File: src/rtl/cpu_pkg.sv
// -----------------------------------------------------------------------------
// cpu_pkg
// Shared definitions for the CPU memory-side helpers.
//   rb_state_t     : state encoding of the memory readback engine
//   MEM_WORD_BYTES : bytes per memory word (address stride)
//   DMEM_WORDS     : data memory size in words (largest readback length)
// -----------------------------------------------------------------------------
package cpu_pkg;

   localparam int MEM_WORD_BYTES = 4;
   localparam int DMEM_WORDS     = 1024;

   typedef enum logic [1:0] {
      IDLE  = 2'd0,
      READ  = 2'd1,
      DRAIN = 2'd2,
      DONE  = 2'd3
   } rb_state_t;

endpackage

File: src/rtl/rb_fifo2.sv
// -----------------------------------------------------------------------------
// rb_fifo2
// Two-entry FIFO buffering words returned by the memory port before they are
// streamed to the sink. No pass-through: a pushed word is visible at the head
// one cycle after the push edge.
// Ports:
//   clk, arst_n  : clock, asynchronous active-low reset (clears contents)
//   i_push       : write i_push_data this cycle (caller guarantees not full)
//   i_pop        : discard head this cycle (caller guarantees not empty)
//   o_count      : number of stored words, 0..2
//   o_head       : oldest stored word
// -----------------------------------------------------------------------------
module rb_fifo2 #(
   parameter int DATA_W = 32
) (
   input  logic              clk,
   input  logic              arst_n,
   input  logic              i_push,
   input  logic [DATA_W-1:0] i_push_data,
   input  logic              i_pop,
   output logic [1:0]        o_count,
   output logic [DATA_W-1:0] o_head
);

   logic [DATA_W-1:0] r_mem [2];
   logic              r_wr_ptr;
   logic              r_rd_ptr;
   logic [1:0]        r_count;

   always_ff @(posedge clk or negedge arst_n) begin
      if (!arst_n) begin
         for (int i = 0; i < 2; i++) begin
            r_mem[i] <= '0;
         end
         r_wr_ptr <= 1'b0;
         r_rd_ptr <= 1'b0;
         r_count  <= 2'd0;
      end else begin
         if (i_push) begin
            r_mem[r_wr_ptr] <= i_push_data;
            r_wr_ptr        <= ~r_wr_ptr;
         end
         if (i_pop) begin
            r_rd_ptr <= ~r_rd_ptr;
         end
         r_count <= r_count + {1'b0, i_push} - {1'b0, i_pop};
      end
   end

   assign o_count = r_count;
   assign o_head  = r_mem[r_rd_ptr];

endmodule

File: src/rtl/mem_readback_ctrl.sv
// -----------------------------------------------------------------------------
// mem_readback_ctrl
// Walks a contiguous word range of the external memory port and streams each
// word out over a valid/ready interface.
// Optional feature macro: MEM_READBACK_CHECKSUM_EN (running rotate/XOR checksum
// of every streamed word; when undefined, checksum is tied to 0).
// Ports:
//   clk, arst_n          : clock, asynchronous active-low reset
//   start                : one-cycle request, sampled only when idle
//   base_addr, num_words : byte address of word 0, word count (clamped)
//   busy, done           : engine active, one-cycle completion pulse
//   addr_ext, ren_ext,
//   wen_ext, rdata_ext   : external memory port (data one cycle after ren)
//   out_data, out_valid,
//   out_ready            : word stream to the sink
//   checksum             : running checksum of streamed words
// -----------------------------------------------------------------------------
module mem_readback_ctrl
   import cpu_pkg::*;
#(
   parameter  int DATA_W    = 32,
   parameter  int ADDR_W    = 32,
   parameter  int MAX_WORDS = DMEM_WORDS,
   localparam int CNT_W     = $clog2(MAX_WORDS) + 1
) (
   input  logic              clk,
   input  logic              arst_n,
   input  logic              start,
   input  logic [ADDR_W-1:0] base_addr,
   input  logic [CNT_W-1:0]  num_words,
   output logic              busy,
   output logic              done,
   output logic [ADDR_W-1:0] addr_ext,
   output logic              ren_ext,
   output logic              wen_ext,
   input  logic [DATA_W-1:0] rdata_ext,
   output logic [DATA_W-1:0] out_data,
   output logic              out_valid,
   input  logic              out_ready,
   output logic [DATA_W-1:0] checksum
);

   rb_state_t         r_state;
   logic [ADDR_W-1:0] r_addr;
   logic [CNT_W-1:0]  r_remaining;
   logic              r_inflight;

   logic [1:0]        w_count;
   logic [DATA_W-1:0] w_head;
   logic              w_pop;
   logic [2:0]        w_occ;
   logic              w_ren;
   logic              w_last;
   logic              w_accept;
   logic [CNT_W-1:0]  w_num;
   logic [ADDR_W-1:0] w_base;

   assign w_num  = (num_words > CNT_W'(MAX_WORDS)) ? CNT_W'(MAX_WORDS) : num_words;
   assign w_base = base_addr & ~ADDR_W'(MEM_WORD_BYTES - 1);

   assign w_accept = (r_state == IDLE) && start;
   assign w_pop    = out_valid && out_ready;

   // Credit: stored words plus the read in flight, less the word leaving this
   // cycle, must leave room for the read issued now.
   assign w_occ = {1'b0, w_count} + {2'b00, r_inflight};
   assign w_ren = (r_state == READ) && (r_remaining != '0) &&
                  (w_occ < (3'd2 + {2'b00, w_pop}));

   // Last handoff: nothing left to read or land, and the only stored word
   // leaves now. done pulses in this very cycle so it lines up with the
   // final handshake even under backpressure.
   assign w_last = (r_state == DRAIN) && !r_inflight && (w_count == 2'd1) && w_pop;

   always_ff @(posedge clk or negedge arst_n) begin
      if (!arst_n) begin
         r_state     <= IDLE;
         r_addr      <= '0;
         r_remaining <= '0;
         r_inflight  <= 1'b0;
      end else begin
         r_inflight <= w_ren;
         case (r_state)
            IDLE: begin
               if (start) begin
                  if (w_num != '0) begin
                     r_addr      <= w_base;
                     r_remaining <= w_num;
                     r_state     <= READ;
                  end else begin
                     r_state <= DONE;
                  end
               end
            end
            READ: begin
               if (w_ren) begin
                  r_addr      <= r_addr + ADDR_W'(MEM_WORD_BYTES);
                  r_remaining <= r_remaining - CNT_W'(1);
                  if (r_remaining == CNT_W'(1)) begin
                     r_state <= DRAIN;
                  end
               end
            end
            DRAIN: begin
               if (w_last) begin
                  r_state <= IDLE;
               end
            end
            // Only reached for an empty request.
            DONE: begin
               r_state <= IDLE;
            end
            default: begin
               r_state <= IDLE;
            end
         endcase
      end
   end

   rb_fifo2 #(
      .DATA_W (DATA_W)
   ) u_fifo (
      .clk         (clk),
      .arst_n      (arst_n),
      .i_push      (r_inflight),
      .i_push_data (rdata_ext),
      .i_pop       (w_pop),
      .o_count     (w_count),
      .o_head      (w_head)
   );

   assign busy      = (r_state != IDLE);
   assign done      = (r_state == DONE) || w_last;
   assign addr_ext  = r_addr;
   assign ren_ext   = w_ren;
   assign wen_ext   = 1'b0;
   assign out_valid = (w_count != 2'd0);
   assign out_data  = w_head;

`ifdef MEM_READBACK_CHECKSUM_EN
   logic [DATA_W-1:0] r_checksum;

   always_ff @(posedge clk or negedge arst_n) begin
      if (!arst_n) begin
         r_checksum <= '0;
      end else if (w_accept) begin
         r_checksum <= '0;
      end else if (w_pop) begin
         r_checksum <= {r_checksum[DATA_W-2:0], r_checksum[DATA_W-1]} ^ out_data;
      end
   end

   assign checksum = r_checksum;
`else
   assign checksum = '0;
`endif

endmodule

File: config.mk
export PLATFORM = sky130hd
export DESIGN_NAME = mem_readback_ctrl
export DESIGN_NICKNAME = d
export VERILOG_FILES = /design/src/rtl/cpu_pkg.sv /design/src/rtl/rb_fifo2.sv /design/src/rtl/mem_readback_ctrl.sv
export SDC_FILE = /design/constraint.sdc
export NUM_CORES = 1
export LEC_CHECK = 0
export BUFFER_PORTS_ARGS = -buffer_cell sky130_fd_sc_hd__buf_2
export CORE_MARGIN = 10
export CORE_UTILIZATION = 47
export CTS_CLUSTER_DIAMETER = 120
export DETAILED_ROUTE_END_ITERATION = 12
export PLACE_DENSITY = 0.85
export SYNTH_ARGS = -nofsm -noshare
export SYNTH_HDL_FRONTEND = slang
export SYNTH_SLANG_ARGS = --single-unit
File: constraint.sdc
create_clock -name clk -period 2.2 [get_ports clk]
set_input_delay 0.44 -clock clk [delete_from_list [all_inputs] [get_ports clk]]
set_output_delay 0.44 -clock clk [all_outputs]
set_load 0.1 [all_outputs]
==> results of run 1 <==
worst reg2reg max path, cell delays in order, from the launching register on:
cell,delay (ps)
dfrtp_1,380
or4_4,550
nor3_4,200
a211oi_4,100
buf_4,150
buf_6,130
buf_6,120
o21ai_4,240
buf_12,160
a21oi_2,40
o21a_1,190
registers in the layout, indices dropped and copies added (netlist names):
signal and flops:
u_fifo.r_mem 64, addr_ext 30, r_remaining 11, r_state 2, u_fifo.o_count 2, r_inflight 1, u_fifo.r_rd_ptr 1, u_fifo.r_wr_ptr 1
Yosys cell counts, types with 4 or more instances:
cell type,n
nand2_1,33
nand4_1,9
a21oi_1,48
mux2_2,96
o21ai_0,25
and3_1,5
buf_6,4
dfrtp_1,112
buf_4,35
o22ai_1,9
nor3_1,14
buf_1,6
xnor2_1,4
inv_1,14
o21a_1,5
a31o_2,4
nor2_1,36
clkbuf_1,18
nand3_1,11
or3_1,5
a311oi_1,4
ha_1,8
a31oi_1,10
and4_1,4
cells by family after synthesis:
| family | Yosys count | synth area share (%) |
|---|---|---|
| buf+inv | 81 | 7.697 |
| compound gates | 139 | 14.98 |
| fa+ha+maj | 8 | 1.642 |
| simple gates | 135 | 11.02 |
| xor+xnor | 5 | 0.7184 |
| other cells | 1 | 0.06152 |
| mux | 97 | 17.90 |
| flops | 112 | 45.98 |
repair_timing:
item / CTS / global route
endpoints found under the setup margin: 4 / 41
pin swaps: 6 / 17
setup buffers: 5 / 10
hold buffers: 0 / 0
gates cloned: 1 / 2
gates resized for setup: 12 / 54
per-layer routing:
| metal | up-vias | wire length, microns |
|---|---|---|
| met3 | 54 | 1691 |
| met1 | 2621 | 7341 |
| li1 | 2442 | - |
| met2 | 312 | 8983 |
| met4 | 0 | 409 |
| met5 | - | 0 |
through the flow:
step / hold slack (ps) / TNS [ps] / instance area, sq um / setup WS, ps
floorplan: 144.4 / -1310 / 6337 / -126.8
global placement: 480.0 / -5588 / 7840 / -251.9
detailed placement: 487.3 / -5601 / 7840 / -238.0
CTS: 196.5 / -350.6 / 8223 / -223.6
global route: 216.8 / -3128 / 8522 / -249.6
finish: 161.3 / -1734 / 8524 / -190.4
how the worst max path moves through the flow:
stage	startpoint	endpoint	cells past startpoint
after floorplan	addr_ext[7]	addr_ext[24]	6
after global placement	num_words[6]	r_remaining[5]	8
after detailed placement	num_words[6]	r_remaining[5]	8
after CTS	r_remaining[5]	ren_ext	6
after global routing	r_remaining[5]	ren_ext	6
final	r_remaining[5]	ren_ext	6
area by class of cell:
type                       instances  area, sq um  area share (%)
tap                              172        215.2           2.525
clock buffer                      11        242.7           2.847
antenna                            1        2.502         0.02936
timing repair buffer             214         1913           22.44
clock inverter                     5        48.80          0.5724
inverter                          15        61.31          0.7192
multi-input combinational        419         3209           37.65
sequential                       112         2831           33.22
==> flow_summary.yaml, run 1 <==
worst_setup_path:
  crit_buf_inv: 2
  slowest_stage: "or4_4"
  cpLargestDelayFamily: "simple AND/OR/NAND/NOR gates"
  end_kind: "primary output"
  ff2ff_path_depth: 10
  crit_fanout: 2
  required_ps: 1760
  r2r_end: "addr_ext[24]"
  path_cells: "or4_4, nor3_4, a211oi_4, nand2_2, clkinv_4, buf_12"
  r2r-start: "r_remaining[5]"
  critPathArrivalTime_ps: 1950
  path_class: "flop to primary output"
  cp-start-kind: "flop"
  cpPeakStageDelay_ps: 550
  r2r_slack_ps: -170
status:
  failed_checks: "setup timing"
  status: "finished with violations"
finish:
  final_cell_mix: "buf_2, mux2_2, dfrtp_1, buf_4, buf_12"
  nFillCells: 928
  instances_no_fill: 949
  utilization_pct: 67.28
  mostFrequentLayoutCell: "buf_2"
  nets: 858
  area_delta_synth_final_pct: 39.84
  drive_gt1_share_pct: 52.84
global_route:
  grt_pass1_wl_mm: 28.53
  track_usage_pct: 19.34
  antenna_found_initial: 1
  grt.met1_usage_pct: 23.31
  grt_pass1_vias: 5452
  use_met2_pct: 32.30
  met3_usage_pct: 6.796
  overflow: 0
  grt_max_degree: 113
  busiest_layer: "met2"
floorplanning:
  row_count: 41
  core_sq_mm: 0.01267
  fp.dieW_microns: 133.9
  io_pins: 180
  start_util_pct: 48.11
  die_h_microns: 133.9
  dieArea_sq_mm: 0.01793
placement:
  gp_congestion: 0.9181
  place_hpwl_mm: 13.06
  port_buffers: 142
  dp.cells: 916
cts:
  root_buffer: "clkbuf_16"
  numCtsBuffers: 9
  cts_sinks: 112
  path_clk_slew_ps: 70
  cts_tree: "done"
  clk_path_buf_depth: 2
  clk_latency_ps: 360
  htreeDepth: 3
detailed_routing:
  drcViolationCount: 0
  wl_per_cell_microns: 19.42
  routed_via_density: 5.721
  ant_nets: 0
  via_count: 5429
  drt_iter0_drc: 578
  first_pass_iters: 6
  routed_wl_mm: 18.43
synth:
  ys_warn_count: 0
  synth_ff_type: "dfrtp_1"
  syn-instance-count: 578
  synth_cell_types: 60
  synth.yosys.seq_area_share_pct: 45.98
  yosysTopAreaCell: "dfrtp_1"
  synth-edff-count: 0
  synth_area_leaders: "dfrtp_1, mux2_2, buf_4"
  synth_seq_cells: 112
  syn_area_per_cell_sq_um: 10.55
  async_reset_ff_share_pct: 100.0
  netlist_area_sq_mm: 0.006096
  synth_top_area_share_pct: 45.98
flow_run:
  maxCapViolCount: 0
sta:
  finalCriticalPeriod_ps: 2390
  worstMarginPinSlew_ps: 601.3
  hold_violations: 0
  fmax_ghz: 0.4183
  fin_skew_ps: 10.64
  setup_slack_ps: -190.4
  grt_setup_unrepaired: "yes"
  slew_viol_final: 0
  setup_viol: 17
  relSlewSlack_pct: 59.91
  fin_crit_sh_pct: 108.7
worst_hold_path:
  hold_path.class: "input port to asynchronous set/reset pin"
Power of run 1 is not shown: default switching activity piles up to over one toggle a cycle in this logic, so the estimate is an artifact.
==> run 2: changes to the inputs <==
--- a/config.mk
+++ b/config.mk
@@ -6,6 +6,7 @@
 export NUM_CORES = 1
 export LEC_CHECK = 0
 export BUFFER_PORTS_ARGS = -buffer_cell sky130_fd_sc_hd__buf_2
+export CORE_ASPECT_RATIO = 0.6
 export CORE_MARGIN = 10
 export CORE_UTILIZATION = 47
 export CTS_CLUSTER_DIAMETER = 120
==> flow_summary.yaml, run 2 (synthesis results as in run 1) <==
worst_setup_path:
  slowest_stage: "or4_4"
  crit_fanout: 4
  end_kind: "primary output"
  critPathArrivalTime_ps: 1980
  required_ps: 1760
  r2r_slack_ps: -180
  path_class: "flop to primary output"
  cp-start-kind: "flop"
  path_cells: "or4_4, nor3_4, buf_6, a211oi_4, nand2_2, inv_6, buf_12"
  cpPeakStageDelay_ps: 560
detailed_routing:
  highest_layer: "met4"
  wl_met3_mm: 1.808
  first_pass_iters: 5
  ant_nets: 0
  routed-wl-met2_mm: 9.248
  wirelength_met1_mm: 8.019
  via_count: 5439
  routed_via_density: 5.749
  wl_per_cell_microns: 20.48
  drt_iter0_drc: 763
  routed_wl_mm: 19.37
  drcViolationCount: 0
finish:
  instances_no_fill: 946
  final_cell_mix: "buf_2, mux2_2, dfrtp_1, buf_4, buf_12"
  nets: 858
  mostFrequentLayoutCell: "buf_2"
  n_antenna_cell: 0
  largest_reg_flops: 64
  nFillCells: 962
  drive_gt1_share_pct: 53.87
  area_delta_synth_final_pct: 42.00
  top_register: "u_fifo.r_mem"
global_route:
  overflow: 0
  grt_pass1_wl_mm: 28.06
  grt_max_degree: 66
  grt_pass1_vias: 5159
  track_usage_pct: 18.75
  antenna_found_initial: 0
cts:
  root_buffer: "clkbuf_16"
  clk_path_buf_depth: 2
  clk_latency_ps: 330
  htreeDepth: 3
  cts_tree: "done"
  numCtsBuffers: 9
  cts_sinks: 112
  path_clk_slew_ps: 70
placement:
  gp_congestion: 0.9578
  dp.cells: 916
  place_hpwl_mm: 13.87
  place_ws_ps: -271.8
  port_buffers: 142
sta:
  grt_setup_unrepaired: "yes"
  setup_slack_ps: -218.5
  hold_violations: 0
  setup_viol: 39
  slew_viol_final: 0
  relSlewSlack_pct: 63.74
  fin_skew_ps: 5.707
  fin_crit_sh_pct: 109.9
  fmax_ghz: 0.4135
  worstMarginPinSlew_ps: 542.7
  finalCriticalPeriod_ps: 2419
floorplanning:
  io_pins: 180
  start_util_pct: 47.73
  dieArea_sq_mm: 0.01807
  core_sq_mm: 0.01277
  row_count: 32
  die_h_microns: 108.2
  fp.dieW_microns: 167.0
status:
  status: "finished with violations"
  failed_checks: "setup timing"
worst_hold_path:
  hold_path.class: "input port to flop"
flow_run:
  maxCapViolCount: 0
run 2: area by class of cell:
| cell class | instances | area, sq um | area share [%] |
|---|---|---|---|
| clock inverter | 5 | 62.56 | 0.7228 |
| sequential | 112 | 2830 | 32.70 |
| multi-input combinational | 419 | 3303 | 38.16 |
| clock buffer | 11 | 252.7 | 2.920 |
| inverter | 15 | 61.31 | 0.7083 |
| timing repair buffer | 214 | 1933 | 22.33 |
| tap | 170 | 212.7 | 2.457 |
run 2: path summary, 6_finish.rpt:
check | start | to | depth (start not counted)
worst min register to register | u_fifo.r_mem[41] | u_fifo.r_mem[41] | 1
min in group asynchronous | arst_n | addr_ext[12] | 2
worst max register to register | r_remaining[8] | addr_ext[13] | 11
max in group asynchronous | arst_n | u_fifo.r_mem[0] | 3
worst max-delay path | r_remaining[8] | ren_ext | 7
worst min-delay path | rdata_ext[26] | u_fifo.r_mem[26] | 2
run 2: worst max-delay path: cells and delay by family (launching register included):
family,cells,cell delay (ps)
AO/OA/AOI/OAI,1,60
flip-flops,1,410
buffers and inverters,3,350
AND/OR/NAND/NOR,3,820
run 2: routing by layer:
layer  GRT usage (%)  up-vias
li1                -     2429
met1           25.84     2672
met2           29.75      304
met3           4.638       34
met4           3.246        0
met5               0        -
run 2: what timing repair did:
action,4_1_cts,5_1_grt
hold buffers,1,0
pin swaps,3,15
buffers inserted,3,6
endpoints found under the setup margin,2,30
gates resized for setup,6,73
gates cloned,0,4
hold endpoints to repair,6,0
run 2: metrics by stage:
step	util (%)	TNS, ps	hold slack (ps)	instance area (sq um)
2_1_floorplan	-	-1310	144.4	6337
3_3_place_gp	61.44	-5386	274.8	7848
3_5_place_dp	61.44	-5828	277.4	7848
4_1_cts	64.42	-275.7	332.2	8228
5_1_grt	67.77	-6119	333.1	8656
6_report	67.77	-3579	348.8	8656
Power of run 2 is left out for the same reason.
==> run 3: changes to the inputs <==
==> constraint.sdc (replaced) <==
create_clock -name clk -period 2.2 [get_ports clk]
set_input_delay 0.44 -clock clk [delete_from_list [all_inputs] [get_ports clk]]
set_output_delay 0.44 -clock clk [all_outputs]
set_load 0.02 [all_outputs]
==> flow_summary.yaml, run 3 (synthesis results as in run 1) <==
global_route:
  grt_max_degree: 48
  grt_pass1_vias: 5486
  grt_pass1_wl_mm: 29.88
  overflow: 0
  track_usage_pct: 20.13
  antenna_found_initial: 0
status:
  status: "finished with violations"
  failed_checks: "setup timing"
cts:
  cts_tree: "done"
  htreeDepth: 3
  path_clk_slew_ps: 80
  numCtsBuffers: 9
  clk_path_buf_depth: 2
  clk_latency_ps: 340
  root_buffer: "clkbuf_16"
  cts_sinks: 112
floorplanning:
  fp.dieW_microns: 167.0
  dieArea_sq_mm: 0.01807
  io_pins: 180
  row_count: 32
  start_util_pct: 47.73
  die_h_microns: 108.2
  core_sq_mm: 0.01277
finish:
  final_cell_mix: "buf_2, dfrtp_1, mux2_2, buf_4, conb_1"
  top_register: "u_fifo.r_mem"
  n_antenna_cell: 0
  nFillCells: 1045
  largest_reg_flops: 64
  mostFrequentLayoutCell: "buf_2"
  seqCellArea_sq_mm: 0.002803
  multi_input_area_sq_mm: 0.003236
  nets: 868
  drive_gt1_share_pct: 51.53
  area_delta_synth_final_pct: 32.12
worst_setup_path:
  crit_fanout: 2
  path_class: "flop to primary output"
  end_kind: "primary output"
  critPathArrivalTime_ps: 1920
  required_ps: 1760
  cp-start-kind: "flop"
placement:
  place_ws_ps: -367.3
  place_hpwl_mm: 13.97
  port_buffers: 142
  gp_congestion: 0.9672
worst_hold_path:
  hold_path.class: "input port to flop"
power:
  powerDensity_mw_per_mm2: 1711
  vdd.ir_drop.worst_v: 0.0007995
  power_mw: 13.78
  p_leak_nw: 3.620
sta:
  slew_viol_final: 0
  hold_violations: 0
  fin_skew_ps: 10.46
  worstMarginPinSlew_ps: 650.9
  finalCriticalPeriod_ps: 2357
  setup_viol: 16
  grt_setup_unrepaired: "yes"
  setup_slack_ps: -157.0
  relSlewSlack_pct: 56.50
  whs_ps: 338.5
  fin_crit_sh_pct: 107.1
  fmax_ghz: 0.4243
detailed_routing:
  routed_wl_mm: 18.95
  drcViolationCount: 0
  via_count: 5420
  routed_via_density: 5.669
  drt_iter0_drc: 508
  wl_per_cell_microns: 19.82
  first_pass_iters: 5
  ant_nets: 0
flow_run:
  maxCapViolCount: 0
-- run 3: cell count changes in the layout (fill, tap and decap cells not counted), sizes merged --
cell | previous run | this run
buf | 210 | 223
clkinvlp | 2 | 0
clkinv | 1 | 3
inv | 16 | 17
bufinv | 1 | 0
clkbuf | 14 | 11
-- run 3: final timing paths --
check / startpoint / endpoint / slack [ps] / depth (start not counted)
setup reg to reg: r_remaining[7] / addr_ext[7] / -100 / 8
setup / recovery: r_remaining[7] / ren_ext / -160 / 6
hold reg to reg: u_fifo.r_mem[20] / u_fifo.r_mem[20] / 500 / 1
min in group asynchronous: arst_n / addr_ext[7] / 510 / 2
max in group asynchronous: arst_n / u_fifo.r_mem[22] / 1030 / 3
hold / removal: rdata_ext[17] / u_fifo.r_mem[17] / 340 / 2
-- run 3: metrics by stage --
| stage | instance area (sq um) | util, % | setup TNS, ps | std cells |
|---|---|---|---|---|
| after global placement | 7279 | 56.99 | -7087 | 922 |
| after global routing | 8054 | 63.06 | -2404 | 956 |
| after floorplan | 6236 | - | -1054 | 612 |
| final | 8054 | 63.06 | -531.4 | 956 |
| after CTS | 7993 | 62.58 | -4347 | 955 |
| after detailed placement | 7279 | 56.99 | -8759 | 922 |
-- run 3: critical path, stage by stage, from the launching register on --
cell,delay [ps]
dfrtp_1,390
or4_4,540
nor3_4,250
a211oi_4,120
nand2_2,100
inv_2,50
buf_6,120
-- run 3: layout make-up --
| class | count | share of cell area [%] |
|---|---|---|
| clock buffers | 11 | 2.890 |
| clock inverters | 5 | 0.4971 |
| inverters | 15 | 0.6991 |
| multi-input cells | 419 | 40.17 |
| flip-flops and latches | 112 | 34.80 |
| well taps | 170 | 2.641 |
| repair buffers | 224 | 18.30 |
-- run 3: metal layers --
metal | routed length [microns] | global-route usage, % | vias to the layer above | part of all wire (%)
met5 | 0 | 0 | - | 0
met2 | 8825 | 31.58 | 285 | 47
li1 | - | - | 2461 | -
met3 | 1794 | 6.159 | 21 | 9.5
met1 | 8155 | 26.99 | 2653 | 43
met4 | 175 | 4.432 | 0 | 0.92
-- run 3: power by group --
| part | switching, mW | leakage [nW] | total (mW) | internal [mW] |
|---|---|---|---|---|
| sequential | 0.815 | 1.32 | 3.93 | 3.11 |
| clock | 0.755 | 0.134 | 1.54 | 0.782 |
| combinational | 4.49 | 2.17 | 8.31 | 3.82 |
| total | 6.06 | 3.62 | 13.8 | 7.72 |
-- run 3: repair_timing --
item,CTS,global route
hold buffers,1,0
buffers inserted,15,3
pin swaps,21,5
cloned,1,0
setup endpoints to repair,44,45
resized for setup,81,16
hold endpoints to repair,10,0
No activity file was read; power rests on OpenSTA's default activity.
